File: src/rtl/mbist_march_ctrl.sv
// March C- MBIST sequencer: drives the BIST side of the memory input mux and checks read data.
// Latency: first op one cycle after start is sampled; 10N op cycles + 1 check cycle, then DONE.
// Backpressure: none; start is ignored while a test is in progress. Optional MBIST_FAIL_LOG_EN keeps a first-mismatch log.
module mbist_march_ctrl #(
  parameter int WIDTH  = 8,
  parameter int ADDR_W = 4
) (
  input  logic              clk,
  input  logic              rst_n,
  input  logic              start,
  input  logic [WIDTH-1:0]  mem_rdata,
  output logic              NbarT,
  output logic [ADDR_W-1:0] bist_addr,
  output logic [WIDTH-1:0]  bist_data,
  output logic              bist_we,
  output logic              bist_re,
  output logic              busy,
  output logic              done,
  output logic              fail,
  output logic [ADDR_W-1:0] fail_addr,
  output logic [2:0]        fail_elem
);

  typedef enum logic [1:0] {
    S_IDLE = 2'd0,
    S_RUN  = 2'd1,
    S_CHK  = 2'd2,
    S_DONE = 2'd3
  } state_t;

  typedef enum logic {
    PH_RD = 1'b0,
    PH_WR = 1'b1
  } phase_t;

  localparam logic [ADDR_W-1:0] ADDR_LAST = {ADDR_W{1'b1}};
  localparam logic [ADDR_W-1:0] ADDR_ONE  = {{(ADDR_W-1){1'b0}}, 1'b1};
  localparam logic [2:0]        ELEM_LAST = 3'd5;

  // M3 and M4 walk the address space downwards; all others walk upwards.
  function automatic logic elem_down(input logic [2:0] e);
    return (e == 3'd3) || (e == 3'd4);
  endfunction

  // Write background: M1 and M3 write all ones, M0/M2/M4 write all zeros.
  function automatic logic [WIDTH-1:0] wr_bg(input logic [2:0] e);
    return ((e == 3'd1) || (e == 3'd3)) ? {WIDTH{1'b1}} : {WIDTH{1'b0}};
  endfunction

  // Read expectation: M2 and M4 expect ones left by the previous element.
  function automatic logic [WIDTH-1:0] rd_bg(input logic [2:0] e);
    return ((e == 3'd2) || (e == 3'd4)) ? {WIDTH{1'b1}} : {WIDTH{1'b0}};
  endfunction

  state_t             state_q, state_d;
  logic [2:0]         elem_q, elem_d;
  logic [ADDR_W-1:0]  addr_q, addr_d;
  phase_t             phase_q, phase_d;
  logic               cmp_vld_q, cmp_vld_d;
  logic [WIDTH-1:0]   exp_q, exp_d;
  logic               fail_q, fail_d;

  logic               run;
  logic               start_take;
  logic               mismatch;
  logic               at_end;
  logic [2:0]         elem_nx;

  // Output decode: everything is derived from registered state, so reset zeroes all outputs at once.
  always_comb begin
    run        = (state_q == S_RUN);
    busy       = run || (state_q == S_CHK);
    NbarT      = busy;
    done       = (state_q == S_DONE);
    fail       = fail_q;
    bist_addr  = run ? addr_q : '0;
    bist_we    = run && (phase_q == PH_WR);
    bist_re    = run && (phase_q == PH_RD);
    bist_data  = bist_we ? wr_bg(elem_q) : '0;
    start_take = start && ((state_q == S_IDLE) || (state_q == S_DONE));
    mismatch   = cmp_vld_q && (mem_rdata != exp_q);
  end

  // Sequencer: walks element/address/phase and schedules a compare one cycle after each read.
  always_comb begin
    state_d   = state_q;
    elem_d    = elem_q;
    addr_d    = addr_q;
    phase_d   = phase_q;
    cmp_vld_d = 1'b0;
    exp_d     = exp_q;
    fail_d    = fail_q;
    elem_nx   = elem_q + 3'd1;
    at_end    = elem_down(elem_q) ? (addr_q == '0) : (addr_q == ADDR_LAST);

    // Sticky; a compare pending in CHK still lands as the FSM enters DONE.
    if (mismatch) begin
      fail_d = 1'b1;
    end

    case (state_q)
      S_IDLE, S_DONE: begin
        if (start) begin
          state_d = S_RUN;
          elem_d  = 3'd0;
          addr_d  = '0;
          phase_d = PH_WR;
          fail_d  = 1'b0;
        end
      end
      S_RUN: begin
        if (phase_q == PH_RD) begin
          cmp_vld_d = 1'b1;
          exp_d     = rd_bg(elem_q);
        end
        if ((phase_q == PH_RD) && (elem_q != ELEM_LAST)) begin
          // Read-then-write elements stay on the same address for the write.
          phase_d = PH_WR;
        end else if (!at_end) begin
          addr_d  = elem_down(elem_q) ? (addr_q - ADDR_ONE) : (addr_q + ADDR_ONE);
          phase_d = (elem_q == 3'd0) ? PH_WR : PH_RD;
        end else if (elem_q == ELEM_LAST) begin
          // Last M5 read issued; its compare happens in CHK.
          state_d = S_CHK;
          addr_d  = '0;
        end else begin
          // Roll straight into the next element with no gap cycle.
          elem_d  = elem_nx;
          addr_d  = elem_down(elem_nx) ? ADDR_LAST : '0;
          phase_d = PH_RD;
        end
      end
      S_CHK: begin
        state_d = S_DONE;
      end
      default: begin
        state_d = S_IDLE;
      end
    endcase
  end

  // Main state register.
  always_ff @(posedge clk or negedge rst_n) begin
    if (!rst_n) begin
      state_q   <= S_IDLE;
      elem_q    <= 3'd0;
      addr_q    <= '0;
      phase_q   <= PH_WR;
      cmp_vld_q <= 1'b0;
      exp_q     <= '0;
      fail_q    <= 1'b0;
    end else begin
      state_q   <= state_d;
      elem_q    <= elem_d;
      addr_q    <= addr_d;
      phase_q   <= phase_d;
      cmp_vld_q <= cmp_vld_d;
      exp_q     <= exp_d;
      fail_q    <= fail_d;
    end
  end

`ifdef MBIST_FAIL_LOG_EN
  logic [ADDR_W-1:0] cmp_addr_q, cmp_addr_d;
  logic [2:0]        cmp_elem_q, cmp_elem_d;
  logic [ADDR_W-1:0] fail_addr_q, fail_addr_d;
  logic [2:0]        fail_elem_q, fail_elem_d;

  // Fail log: remember where each read came from and latch the first mismatch only.
  always_comb begin
    cmp_addr_d  = cmp_addr_q;
    cmp_elem_d  = cmp_elem_q;
    fail_addr_d = fail_addr_q;
    fail_elem_d = fail_elem_q;
    if (bist_re) begin
      cmp_addr_d = addr_q;
      cmp_elem_d = elem_q;
    end
    if (mismatch && !fail_q) begin
      fail_addr_d = cmp_addr_q;
      fail_elem_d = cmp_elem_q;
    end
    if (start_take) begin
      fail_addr_d = '0;
      fail_elem_d = 3'd0;
    end
  end

  // Fail log registers.
  always_ff @(posedge clk or negedge rst_n) begin
    if (!rst_n) begin
      cmp_addr_q  <= '0;
      cmp_elem_q  <= 3'd0;
      fail_addr_q <= '0;
      fail_elem_q <= 3'd0;
    end else begin
      cmp_addr_q  <= cmp_addr_d;
      cmp_elem_q  <= cmp_elem_d;
      fail_addr_q <= fail_addr_d;
      fail_elem_q <= fail_elem_d;
    end
  end

  assign fail_addr = fail_addr_q;
  assign fail_elem = fail_elem_q;
`else
  // Without the log, only the sticky fail flag is reported.
  logic unused_start_take;
  assign unused_start_take = start_take;
  assign fail_addr = '0;
  assign fail_elem = 3'd0;
`endif

endmodule

File: config.mk
export PLATFORM = sky130hd
export DESIGN_NAME = mbist_march_ctrl
export DESIGN_NICKNAME = d
export VERILOG_FILES = /design/src/rtl/mbist_march_ctrl.sv
export SDC_FILE = /design/constraint.sdc
export NUM_CORES = 1
export LEC_CHECK = 0
export CORE_ASPECT_RATIO = 1.4
export CORE_MARGIN = 4
export CORE_UTILIZATION = 47
export DETAILED_ROUTE_END_ITERATION = 10
export HOLD_SLACK_MARGIN = 0.02
export PLACE_DENSITY = 0.93
export SETUP_SLACK_MARGIN = 0.02
export SLEW_MARGIN = 20
export SYNTH_ARGS = -nofsm -noshare
export SYNTH_HDL_FRONTEND = slang
export SYNTH_SLANG_ARGS = --single-unit
File: constraint.sdc
create_clock -name clk -period 6.2 [get_ports clk]
set_input_delay 1.86 -clock clk [delete_from_list [all_inputs] [get_ports clk]]
set_output_delay 1.86 -clock clk [all_outputs]
set_load 0.02 [all_outputs]
# --- After elaboration in Yosys (flattened, before gate mapping) ---
# Index checks and enable logic that the tools add are counted.
op_classes:
  reduce_logical: 19
  bitwise: 1
  n_eq_ne: 19
  muxes: 33
  addsub: 3
ops:
  columns: ["cell", "count"]
  rows:
  - ["2-to-1 mux 4 bit", 7]
  - ["2-to-1 mux 8 bit", 3]
  - ["2-to-1 mux 3 bit", 4]
  - ["2-to-1 mux 1 bit", 11]
  - ["equality test 3 x 2 -> 1 bit, second input constant", 3]
  - ["equality test 3 bit, second input constant", 3]
  - ["2-to-1 mux 2 bit", 4]
  - ["!= test 8 bit", 1]
  - ["one-hot mux 4 bit (2 select lines)", 1]
  - ["!= test 2 bit, second input constant", 3]
  - ["one-hot mux 2 bit (3 select lines)", 1]
  - ["one-hot mux 3 bit (2 select lines)", 1]
  - ["AND reduction 3 bit", 2]
  - ["logical OR 1 bit", 5]
  - ["AND reduction 5 bit", 1]
  - ["adder 4 x 1 -> 4 bit, second input constant", 1]
  - ["equality test 2 bit, second input constant", 2]
  - ["equality test 4 bit, second input constant", 1]
  - ["logical AND 1 bit", 4]
  - ["logical NOT 4 bit", 1]
  - ["!= test 2 x 1 -> 1 bit, second input constant", 2]
  - ["!= test 4 bit, second input constant", 1]
  - ["AND reduction 4 bit", 1]
  - ["subtractor 4 x 1 -> 4 bit, second input constant", 1]
  - ["11 further kinds", 11]
word_totals:
  regBits: 20
  output_inout_bits: 25

# --- Depth between registers and ports, before layout ---
depth:
  depth_word: 8
  ltp_mapped: 10

# --- Worst setup path after synthesis ---
# Ideal clock, no wire load.
synth_path:
  path_type: "flip-flop to output port"
  start: "register state_q[1]"
  end: "output bist_data[1]"
  setup_slack_ps: 1906
  arrival_ps: 2434
  path_stages_with_launch: 7
  cell_sequence: "dfrtp_1 > inv_1 > ha_1 > clkbuf_1 > and2_1 > nor3b_1 > buf_4"
synth_via:
  elab_chain_cells: 3
synth_lines:
  columns: ["element", "line", "source"]
  rows:
  - ["start, declared", "55", "state_t state_q, state_d;"]
  - ["start signal, assigned", "153", "state_q <= state_d;"]
  - ["equality test 2 x 1 -> 1 bit", "71", "run = (state_q == S_RUN);"]
  - ["logical AND 1 bit", "77", "bist_we = run && (phase_q == PH_WR);"]
  - ["named net bist_we", "15", "output logic bist_we,"]
  - ["2-to-1 mux 8 bit", "79", "bist_data = bist_we ? wr_bg(elem_q) : '0;"]
  - ["end, declared", "14", "output logic [WIDTH-1:0] bist_data,"]
# The timed path passes the listed nets, and every way through them passes these cells.

# --- Final worst setup path ---
layout_path:
  start: "register state_q[1]"
  end: "output bist_data[5]"
layout_via:
  elab_chain_cells: 3
layout_lines:
  columns: ["element", "line"]
  rows:
  - ["equality test 2 x 1 -> 1 bit", "71"]
  - ["logical AND 1 bit", "77"]
  - ["2-to-1 mux 8 bit", "79"]
# Every way passes these cells.

==> results by group <==
Hold path
  • Hold path depth: 2
  • Hold Path Sink: fail
  • Hold path startpoint: cmp_vld_q
  • HP Class: reg2reg

Global route
  • Total global routing overflow: 0
  • Gr usage total: 15.8%
  • Vias in the first global route: around 980
  • Largest net degree at the start of global routing: 15
  • First-pass GRT wire length: between 4000 and 5000 um
  • Number of antenna violations at the first check in global routing: 0

Drt
  • Final ANT Viol Nets: 0
  • First drt pass iteration count: 4
  • Number of DRC markers in iteration 0: 11
  • Routed via count: ~930
  • Final wirelength: approximately 2400 um
  • Drc violations: 0
  • WL per Instance: ~14 um
  • Via/cell ratio: between 5 and 6

Clock network
  • Clock Pin Slew Worst Setup and Hold Paths: 90 ps
  • Post-CTS sizing: 0
  • Clock root cell: clkbuf_4
  • Clock Latency Late Sink: roughly 270 ps
  • H-tree level count: 1
  • Hold-fix buffers, CTS: 0
  • Num CTS Buffers: 3
  • Clk sinks: 13
  • Maximum clock path buffer count: 2
  • Post-CTS setup buffer count: 0
  • CTS tree: yes

Synth
  • Share of the synthesized area in the top cell type: approximately a quarter
  • Avg Cell Area, Syn: approximately 9.1 um2
  • Ys Warns: 0
  • Sequential share of the synthesized area: about 29%
  • Netlist cell types: 40
  • Synth area leader: dfrtp_1
  • Syn Inst Count: approximately 120
  • Synthesized flop and latch total: 13
  • Ys flop type: dfrtp_1
  • Post-synth EDFFs: 0
  • Synth area leaders: dfrtp_1 (27%), ha_1 (12%), buf_4 (10%)
  • Async set-reset flop share out of synthesis: 100%
  • Synth Cell Area: roughly 1100 um2

Cells and area
  • Fillers: 192
  • Commonest cells after routing, fill and taps aside: clkdlybuf4s50_1 (28), dfrtp_1 (12), ha_1 (11)
  • Final Net Count: about 170
  • Layout area overhead: 19.3%
  • ANT cells: 0
  • Final core occ: about three fifths
  • Layout cells sized above 1: around 6.3%
  • Most common cell after layout, fill and taps aside: clkdlybuf4s50_1

STA
  • Worst Tran Pin Value: about 880 ps
  • Final period utilization: between 70% and 80%
  • Worst clock skew: between 5 and 6 ps
  • Setup Viol. Count Final: 0
  • RSZ-0062 raised after global routing: false
  • Total negative slack: 0 ps
  • Slew headroom: 39.8%
  • Hold Vio Cnt, Final: 0
  • WHS: 535 ps
  • Min cycle time layout: roughly 4600 ps
  • Slew Viols, Final: 0
  • Maximum clock frequency: 215 MHz

Worst setup path
  • Worst Path Max Fanout: 14
  • FF-to-FF Start: elem_q[0]
  • CP Data Arrival Time: approximately 2800 ps
  • CP Class: reg2out
  • Critical path required time: 4340 ps
  • CP startpoint kind: register
  • R2R depth: 7
  • Reg-to-Reg End: addr_q[3]
  • Critical Path End Type: primary output
  • R2R Setup Slk: roughly 3700 ps

Placement
  • GPL Wtd Cong: around 0.84
  • Port Buffer Count: 28
  • HPWL Detailed: around 1900 um

Die
  • Starting Density: between 50% and 60%
  • Die area: between 3000 and 4000 um2
  • Die Ht: between 60 and 70 um
  • Core Rows: 20
  • Core Footprint: between 2000 and 2500 um2
  • IO Pins: 36
  • Die W: between 40 and 50 um

Power
  • Leakage: roughly 0.62 nW
  • Power per cell area: about 350 nW/um2
  • Maximum VDD drop: around 210 uV

Flow run
  • Max cap viols: 0

Outcome
  • Status: finished clean
[metrics by stage]
stage          worst slack, ps  power, W  area (um2)  std cells
4_1_cts                   1490  0.000475        1350        166
5_1_grt                   1260  0.000508        1350        166
3_3_place_gp              1980  0.000404        1320        162
6_report                  1550  0.000471        1350        166
3_5_place_dp              1820  0.000421        1320        162
2_1_floorplan             1910  0.000328        1150        130
[metal layers]
| layer | part of all wire, % | GRT usage (%) | up-vias | wire (um) |
|---|---|---|---|---|
| li1 | - | - | 452 | - |
| met1 | 38 | 15.5 | 440 | 892 |
| met2 | 55 | 30.9 | 30 | 1290 |
| met3 | 5.1 | 2.71 | 6 | 120 |
| met4 | 2.5 | 8.65 | 0 | 58 |
| met5 | 0 | 0 | - | 0 |
[Yosys cell counts (all sizes together), types with 2 or more instances]
cell type	instances
a22o	4
o21ai	6
inv	8
dfrtp	12
ha	11
nand2b	2
a21o	4
nand3	2
nand3b	2
nor4	3
a21oi	8
mux2i	3
and2	6
nor2	7
nor3	2
buf	17
nand2	7
nor2b	2
nor3b	2
a31oi	2
[how the worst max path moves through the flow]
stage	from	end	slack, ps	cells after the start
after floorplan	state_q[1]	bist_data[1]	1910	6
after global placement	state_q[1]	bist_data[0]	1980	5
after detailed placement	state_q[1]	bist_data[5]	1820	5
after CTS	state_q[1]	bist_data[5]	1490	5
after global routing	state_q[1]	bist_data[3]	1260	5
final	state_q[1]	bist_data[5]	1550	5
[cell type report]
cell class	instances	area, um2	share of cell area [%]
Inverter	8	30.0	2.23
Multi-Input combinational cell	91	654	48.7
Timing Repair Buffer	28	280	20.8
Clock buffer	4	26.3	1.95
Sequential cell	13	327	24.3
Tap cell	22	27.5	2.05
[registers in the layout (all words and copies together), names as in the netlist]
name / count
exp_q: 1
addr_q: 4
state_q: 2
elem_q: 3
phase_q: 1
cmp_vld_q: 1
fail: 1
[report_power, final]
part / internal [W] / switching [W]
clock network: 0.0000249 / 0.0000285
registers: 0.000111 / 0.0000230
logic: 0.000120 / 0.000163
total: 0.000256 / 0.000214
[logic make-up (layout without fill, tap and decap cells)]
family / after synthesis / count (layout) / synth area share (%)
AOI/OAI and AO/OA: 29 / 29 / 17.1
and+or+nand+nor: 38 / 38 / 19.3
other: 1 / 7 / 0.333
muxes: 3 / 3 / 3.77
xor gates and xnor gates: 2 / 2 / 1.55
buffers and inverters: 26 / 40 / 15.0
adders and majority gates: 12 / 12 / 14.0
DFF: 13 / 13 / 29.0
[worst max-delay path: stages, from the launching register on]
cell             delay, ps
dfrtp_1                400
inv_1                  100
ha_1                   440
and2_1                 220
nor3b_1                610
clkdlybuf4s50_1        740
(Power assumes the default switching activity.)
